## config.mk

```make
export PLATFORM = sky130hd
export DESIGN_NAME = model_bus_arbiter_flat
export DESIGN_NICKNAME = d
export VERILOG_FILES = /design/src/rtl/model_bus_arbiter_if.sv /design/src/rtl/model_bus_arbiter.sv /design/src/flat_wrapper.sv
export SDC_FILE = /design/constraint.sdc
export NUM_CORES = 1
export LEC_CHECK = 0
export BUFFER_PORTS_ARGS = -buffer_cell sky130_fd_sc_hd__buf_2
export CORE_ASPECT_RATIO = 1.25
export CORE_MARGIN = 2
export CORE_UTILIZATION = 30
export DETAILED_ROUTE_END_ITERATION = 12
export GPL_TIMING_DRIVEN = 0
export SYNTH_ARGS = -nofsm -noshare
export SYNTH_HDL_FRONTEND = slang
export SYNTH_SLANG_ARGS = --single-unit
```

## constraint.sdc

```tcl
create_clock -name clk -period 1.9 [get_ports clk]
set_input_delay 0.57 -clock clk [delete_from_list [all_inputs] [get_ports clk]]
set_output_delay 0.57 -clock clk [all_outputs]
set_load 0.01 [all_outputs]
```

## src/rtl/model_bus_arbiter_if.sv

```systemverilog
// model_bus_arbiter_if: shared-bus bundle between two producers, the arbiter and one consumer.
//   req0_valid/req0_data[2:-2]/req0_ready : requester 0 beat handshake
//   req1_valid/req1_data[-2:2]/req1_ready : requester 1 beat handshake (ascending range)
//   out_valid/out_data[2:-2]/out_src/out_ready : arbitrated output beat handshake
// Modports: master = arbiter side (drives readies and the output bus),
//           slave  = environment side (producers and consumer).
interface model_bus_arbiter_if;
  logic          req0_valid;
  logic [2:-2]   req0_data;
  logic          req0_ready;
  logic          req1_valid;
  logic [-2:2]   req1_data;
  logic          req1_ready;
  logic          out_valid;
  logic [2:-2]   out_data;
  logic          out_src;
  logic          out_ready;

  modport master (
    input  req0_valid, req0_data, req1_valid, req1_data, out_ready,
    output req0_ready, req1_ready, out_valid, out_data, out_src
  );

  modport slave (
    output req0_valid, req0_data, req1_valid, req1_data, out_ready,
    input  req0_ready, req1_ready, out_valid, out_data, out_src
  );
endinterface

```

## src/rtl/model_bus_arbiter.sv

```systemverilog
// model_bus_arbiter: two-requester round-robin burst arbiter onto one registered
// 5-bit output bus with valid/ready flow control.
// Ports:
//   clk, rst : rising-edge clock, asynchronous active-high reset
//   bus      : model_bus_arbiter_if.master (requester handshakes + output bus)
//   lock0/1  : only with MODEL_BUS_ARB_LOCK_EN defined; holding the owner's lock
//              suppresses release on MAX_BURST (bcnt saturates)
// Parameters: MAX_BURST (beats per grant, >= 1), INIT_PRIO (first tie winner).
module model_bus_arbiter #(
  parameter int unsigned MAX_BURST = 10,
  parameter int unsigned INIT_PRIO = 0
) (
  input logic                 clk,
  input logic                 rst,
  model_bus_arbiter_if.master bus
`ifdef MODEL_BUS_ARB_LOCK_EN
  ,
  input logic                 lock0,
  input logic                 lock1
`endif
);

  localparam int unsigned BW = $clog2(MAX_BURST + 1);
  localparam logic [BW-1:0] BMAX = BW'(MAX_BURST);

  typedef enum logic [1:0] {IDLE, OWN0, OWN1} state_t;

  state_t        state_q, state_d;
  logic          prio_q, prio_d;
  logic [BW-1:0] bcnt_q, bcnt_d;
  logic          ov_q, ov_d;
  logic [2:-2]   od_q, od_d;
  logic          os_q, os_d;

  logic          r0_rdy, r1_rdy;
  logic          slot_open;
  logic          own_valid, oth_valid, own_lock;
  logic          xfer, rel;
  logic [2:-2]   map1;

  // Requester 1 maps positionally: leftmost bit (-2) lands on out_data[2].
  always_comb begin
    map1 = '0;
    for (int k = 0; k < 5; k++) begin
      map1[2-k] = bus.req1_data[-2+k];
    end
  end

  // Lock of the current owner; absent feature behaves as lock tied low.
  always_comb begin
    own_lock = 1'b0;
`ifdef MODEL_BUS_ARB_LOCK_EN
    if (state_q == OWN0) own_lock = lock0;
    else if (state_q == OWN1) own_lock = lock1;
`endif
  end

  // Next-state, grant and output-register update.
  always_comb begin
    state_d   = state_q;
    prio_d    = prio_q;
    bcnt_d    = bcnt_q;
    ov_d      = ov_q;
    od_d      = od_q;
    os_d      = os_q;
    r0_rdy    = 1'b0;
    r1_rdy    = 1'b0;
    own_valid = 1'b0;
    oth_valid = 1'b0;
    rel       = 1'b0;
    slot_open = !ov_q || bus.out_ready;

    case (state_q)
      IDLE: begin
        if (bus.req0_valid && bus.req1_valid) state_d = prio_q ? OWN1 : OWN0;
        else if (bus.req0_valid)              state_d = OWN0;
        else if (bus.req1_valid)              state_d = OWN1;
      end
      OWN0: begin
        r0_rdy    = slot_open;
        own_valid = bus.req0_valid;
        oth_valid = bus.req1_valid;
      end
      OWN1: begin
        r1_rdy    = slot_open;
        own_valid = bus.req1_valid;
        oth_valid = bus.req0_valid;
      end
      default: state_d = IDLE;
    endcase

    xfer = own_valid && (r0_rdy || r1_rdy);

    if (bus.out_ready) ov_d = 1'b0;
    if (xfer) begin
      ov_d   = 1'b1;
      od_d   = (state_q == OWN1) ? map1 : bus.req0_data;
      os_d   = (state_q == OWN1);
      bcnt_d = (bcnt_q == BMAX) ? bcnt_q : bcnt_q + BW'(1);
    end

    // Release hands priority to the other side; the releaser must revisit IDLE.
    rel = (state_q != IDLE) &&
          (!own_valid || (xfer && (bcnt_d == BMAX) && !own_lock));
    if (rel) begin
      prio_d  = (state_q == OWN0);
      bcnt_d  = '0;
      state_d = oth_valid ? ((state_q == OWN0) ? OWN1 : OWN0) : IDLE;
    end
  end

  // State and output registers.
  always_ff @(posedge clk or posedge rst) begin
    if (rst) begin
      state_q <= IDLE;
      prio_q  <= 1'(INIT_PRIO);
      bcnt_q  <= '0;
      ov_q    <= 1'b0;
      od_q    <= '0;
      os_q    <= 1'b0;
    end else begin
      state_q <= state_d;
      prio_q  <= prio_d;
      bcnt_q  <= bcnt_d;
      ov_q    <= ov_d;
      od_q    <= od_d;
      os_q    <= os_d;
    end
  end

  assign bus.req0_ready = r0_rdy;
  assign bus.req1_ready = r1_rdy;
  assign bus.out_valid  = ov_q;
  assign bus.out_data   = od_q;
  assign bus.out_src    = os_q;

endmodule

```

## src/flat_wrapper.sv

```systemverilog
// flat-port wrapper written by rule: the top's interface ports become plain ports
module model_bus_arbiter_flat 
#(
  parameter int unsigned MAX_BURST = 10,
  parameter int unsigned INIT_PRIO = 0
)
  (clk, rst, bus_req0_valid, bus_req0_data, bus_req1_valid, bus_req1_data, bus_out_ready, bus_req0_ready, bus_req1_ready, bus_out_valid, bus_out_data, bus_out_src);
  model_bus_arbiter_if bus_i ();
  input logic clk;
  input logic rst;
  input wire logic [$bits(bus_i.req0_valid)-1:0] bus_req0_valid;
  input wire logic [$bits(bus_i.req0_data)-1:0] bus_req0_data;
  input wire logic [$bits(bus_i.req1_valid)-1:0] bus_req1_valid;
  input wire logic [$bits(bus_i.req1_data)-1:0] bus_req1_data;
  input wire logic [$bits(bus_i.out_ready)-1:0] bus_out_ready;
  output wire logic [$bits(bus_i.req0_ready)-1:0] bus_req0_ready;
  output wire logic [$bits(bus_i.req1_ready)-1:0] bus_req1_ready;
  output wire logic [$bits(bus_i.out_valid)-1:0] bus_out_valid;
  output wire logic [$bits(bus_i.out_data)-1:0] bus_out_data;
  output wire logic [$bits(bus_i.out_src)-1:0] bus_out_src;
  assign bus_i.req0_valid = bus_req0_valid;
  assign bus_i.req0_data = bus_req0_data;
  assign bus_i.req1_valid = bus_req1_valid;
  assign bus_i.req1_data = bus_req1_data;
  assign bus_i.out_ready = bus_out_ready;
  assign bus_req0_ready = bus_i.req0_ready;
  assign bus_req1_ready = bus_i.req1_ready;
  assign bus_out_valid = bus_i.out_valid;
  assign bus_out_data = bus_i.out_data;
  assign bus_out_src = bus_i.out_src;
  model_bus_arbiter #(.MAX_BURST(MAX_BURST), .INIT_PRIO(INIT_PRIO)) u_core (.clk(clk), .rst(rst), .bus(bus_i));
endmodule
```

==> impl_metrics.ini <==
[clocking]
clkTransAtPathRegs_ns = 0.09
cts_max_level = 1
cts_buffers = 3
clock_sinks = 14
hold_buffers = 0
root_buffer = clkbuf_4
clk_path_buf_depth = 2
tritoncts = yes
clock_latency_ns = 0.28

[sta]
fin_crit_ns = 1.87
fin_crit_sh_pct = 98.2
finalHoldWorstSlack_ns = 0.323
hold_viol_final = 0
max_freq_mhz = 536
relSlewSlack_pct = 63.0
fin_skew_ns = 0.00744
grt_setup_unrepaired = yes
worst_pin_slew_ns = 0.555
slew_violations = 0
setup_viol = 0

[setup_path]
crit_path_cell_trace = inv_4 > ha_4 > buf_6 > and2_4 > buf_6
start_kind = flop
cp_slowest_stage_delay_ns = 0.42
slowest_stage = dfrtp_1
crit_top_cell = buf_6
path_class = flop to output port
crit_path_end_kind = output port
cp_max_fo = 6
cp_data_required_time_ns = 1.33
crit_start = u_core.state_q[0]
crit_arrival_ns = 1.30
crit-reg2reg-launch = u_core.state_q[1]

[route]
wl_met1_um = 912
drc = 0
detail_route.wirelength_um = 2280
ant_nets = 0
avgRoutedWirePerCell_um = 12.4
via_per_inst = 5.07
via_count = 928
dr.pass1.iters = 4
wl_met2_um = 1270
routed.top_layer = met4
drt_iter0_drc = 13
wl_met3_um = 56

[power]
pwr-share-clk_pct = 10.4
max-vdd-ir-drop_v = 0.000708
seq_power_share_pct = 25.1
switching_share_pct = 40.0
total_power_mw = 2.08
p_sw_mw = 0.830
p_int_mw = 1.25
power_density_nw_per_um2 = 1530
p_leak_nw = 0.625
share_comb_of_total_power_pct = 64.5

[placement]
io_buffers = 23
place_congestion = 0.755
dp_hpwl_um = 1600

[finish]
multi_input_area_sq_um = 603
n_antenna_cell = 0
seq_area_sq_um = 354
final_common_cell = buf_2
layout.nets = 169
fin_util_pct = 45.7
drive_gt1_share_pct = 43.5
mostFrequentLayoutCells = 22 x buf_2, 18 x buf_4, 14 x a21oi_1
area_delta_synth_final_pct = 44.9
fillerInstances = 296

[synth]
synth-edff-count = 0
synth_ff_type = dfrtp_1
synth_cells = 102
ys_seq_elements = 14
synthArstFlopShare_pct = 100
synthAdderAreaFrac_pct = 8.00
yosysSeqAreaShare_pct = 37.3
synth_mux_area_share_pct = 6.53
yosys.cell_types.count = 35
synth_top_family_by_area = compound AO/OA/AOI/OAI gates
yosys.area_share.simple_pct = 20.5
postSynthAreaPerCell_sq_um = 9.20
synth_nets = 123
synth-xor-area-share_pct = 0.933
yosys_warnings = 0
syn-cell-area_sq_um = 938
synth_compound_area_share_pct = 21.7

[global_routing]
grt_max_degree = 15
track_usage_pct = 13.4
antenna_found_initial = 0
grt_pass1_vias = 856
grt_pass1_wl_um = 3570
overflow = 0

[floorplanning]
rows = 22
die_x_um = 54.0
ios = 24
die_h_um = 66.5
initial_utilization_pct = 31.6
dieArea_sq_um = 3590
core_region_area_sq_um = 2970

[hold_path]
hold_class = input pin to async pin

[run_status]
status = completed

[flow_run]
cap_violations = 0
-- cells by family after synthesis --
logic type / Yosys count
compound gates: 32
xor+xnor: 1
fa+ha+maj: 6
buf+inv: 10
flops: 14
mux: 6
simple gates: 33
-- cells in the mapped netlist, types with 3 or more instances --
library cell,n,area share [%]
nor2_1,9,3.6
nor2b_1,4,2.7
nand4_1,3,2.0
dfrtp_1,14,37
o21ai_0,3,1.6
nand2_1,5,2.0
inv_1,7,2.8
ha_1,6,8.0
a21oi_1,15,8.0
mux2i_1,5,5.3
-- critical path: cells and delay by family, from the launching register on --
| family | cells | cell delay (ns) |
|---|---|---|
| adders and majority gates | 1 | 0.14 |
| and+or+nand+nor | 1 | 0.14 |
| DFF | 1 | 0.42 |
| buffers and inverters | 3 | 0.32 |
-- metal layers --
layer / vias up / global-route usage [%]
met2: 16 / 23.3
met1: 451 / 15.5
li1: 457 / -
met3: 4 / 2.02
met4: 0 / 6.56
met5: - / 0
-- through the flow --
stage          setup slack, ns  cells  TNS [ns]  cell area, sq um
2_1_floorplan            0.172    102         0               938
3_3_place_gp            0.0234    161         0              1100
4_1_cts                -0.0445    168   -0.0445              1170
3_5_place_dp           -0.0855    161    -0.402              1100
5_1_grt                -0.0674    183    -0.153              1360
6_report                0.0341    183         0              1360
-- flip-flops by register name, indices dropped and copies added, names as in the netlist --
name,count
u_core.bcnt_q,4
u_core.prio_q,1
u_core.state_q,2
u_core.bus.out_data,3
u_core.bus.out_data[-2],1
u_core.bus.out_data[-1],1
u_core.bus.out_valid,1
u_core.bus.out_src,1
-- layout make-up --
type	count	area share, %
sequential	14	26.0
tap	36	3.31
timing repair buffer	41	19.1
buffer	3	2.21
inverter	7	2.30
multi-input combinational	78	44.3
clock buffer	4	2.67
-- power groups by stage --
stage / combinational (mW) / clock [mW] / sequential [mW]
2_1_floorplan: 0.675 / 0 / 0.531
3_3_place_gp: 0.932 / 0 / 0.503
3_5_place_dp: 0.952 / 0 / 0.511
4_1_cts: 1.01 / 0.227 / 0.509
5_1_grt: 1.48 / 0.245 / 0.539
6_report: 1.34 / 0.216 / 0.520
-- final timing paths --
path                                       to  slack (ns)  cells past startpoint
setup / recovery               bus_req1_ready        0.03                      5
hold / removal               u_core.bcnt_q[2]        0.32                      2
setup reg to reg                u_core.prio_q        0.06                      7
hold reg to reg            u_core.bus.out_src        0.51                      1
max in group asynchronous    u_core.bcnt_q[1]        1.17                      2
min in group clk           u_core.bus.out_src        0.51                      1
-- timing repair --
| action | 4_1_cts | 5_1_grt |
|---|---|---|
| resized for setup | 6 | 18 |
| setup endpoints to repair | 12 | 12 |
| pin swaps | 2 | 5 |
| setup buffers | 3 | 15 |
Note: power is estimated with default switching activity, not from simulation.
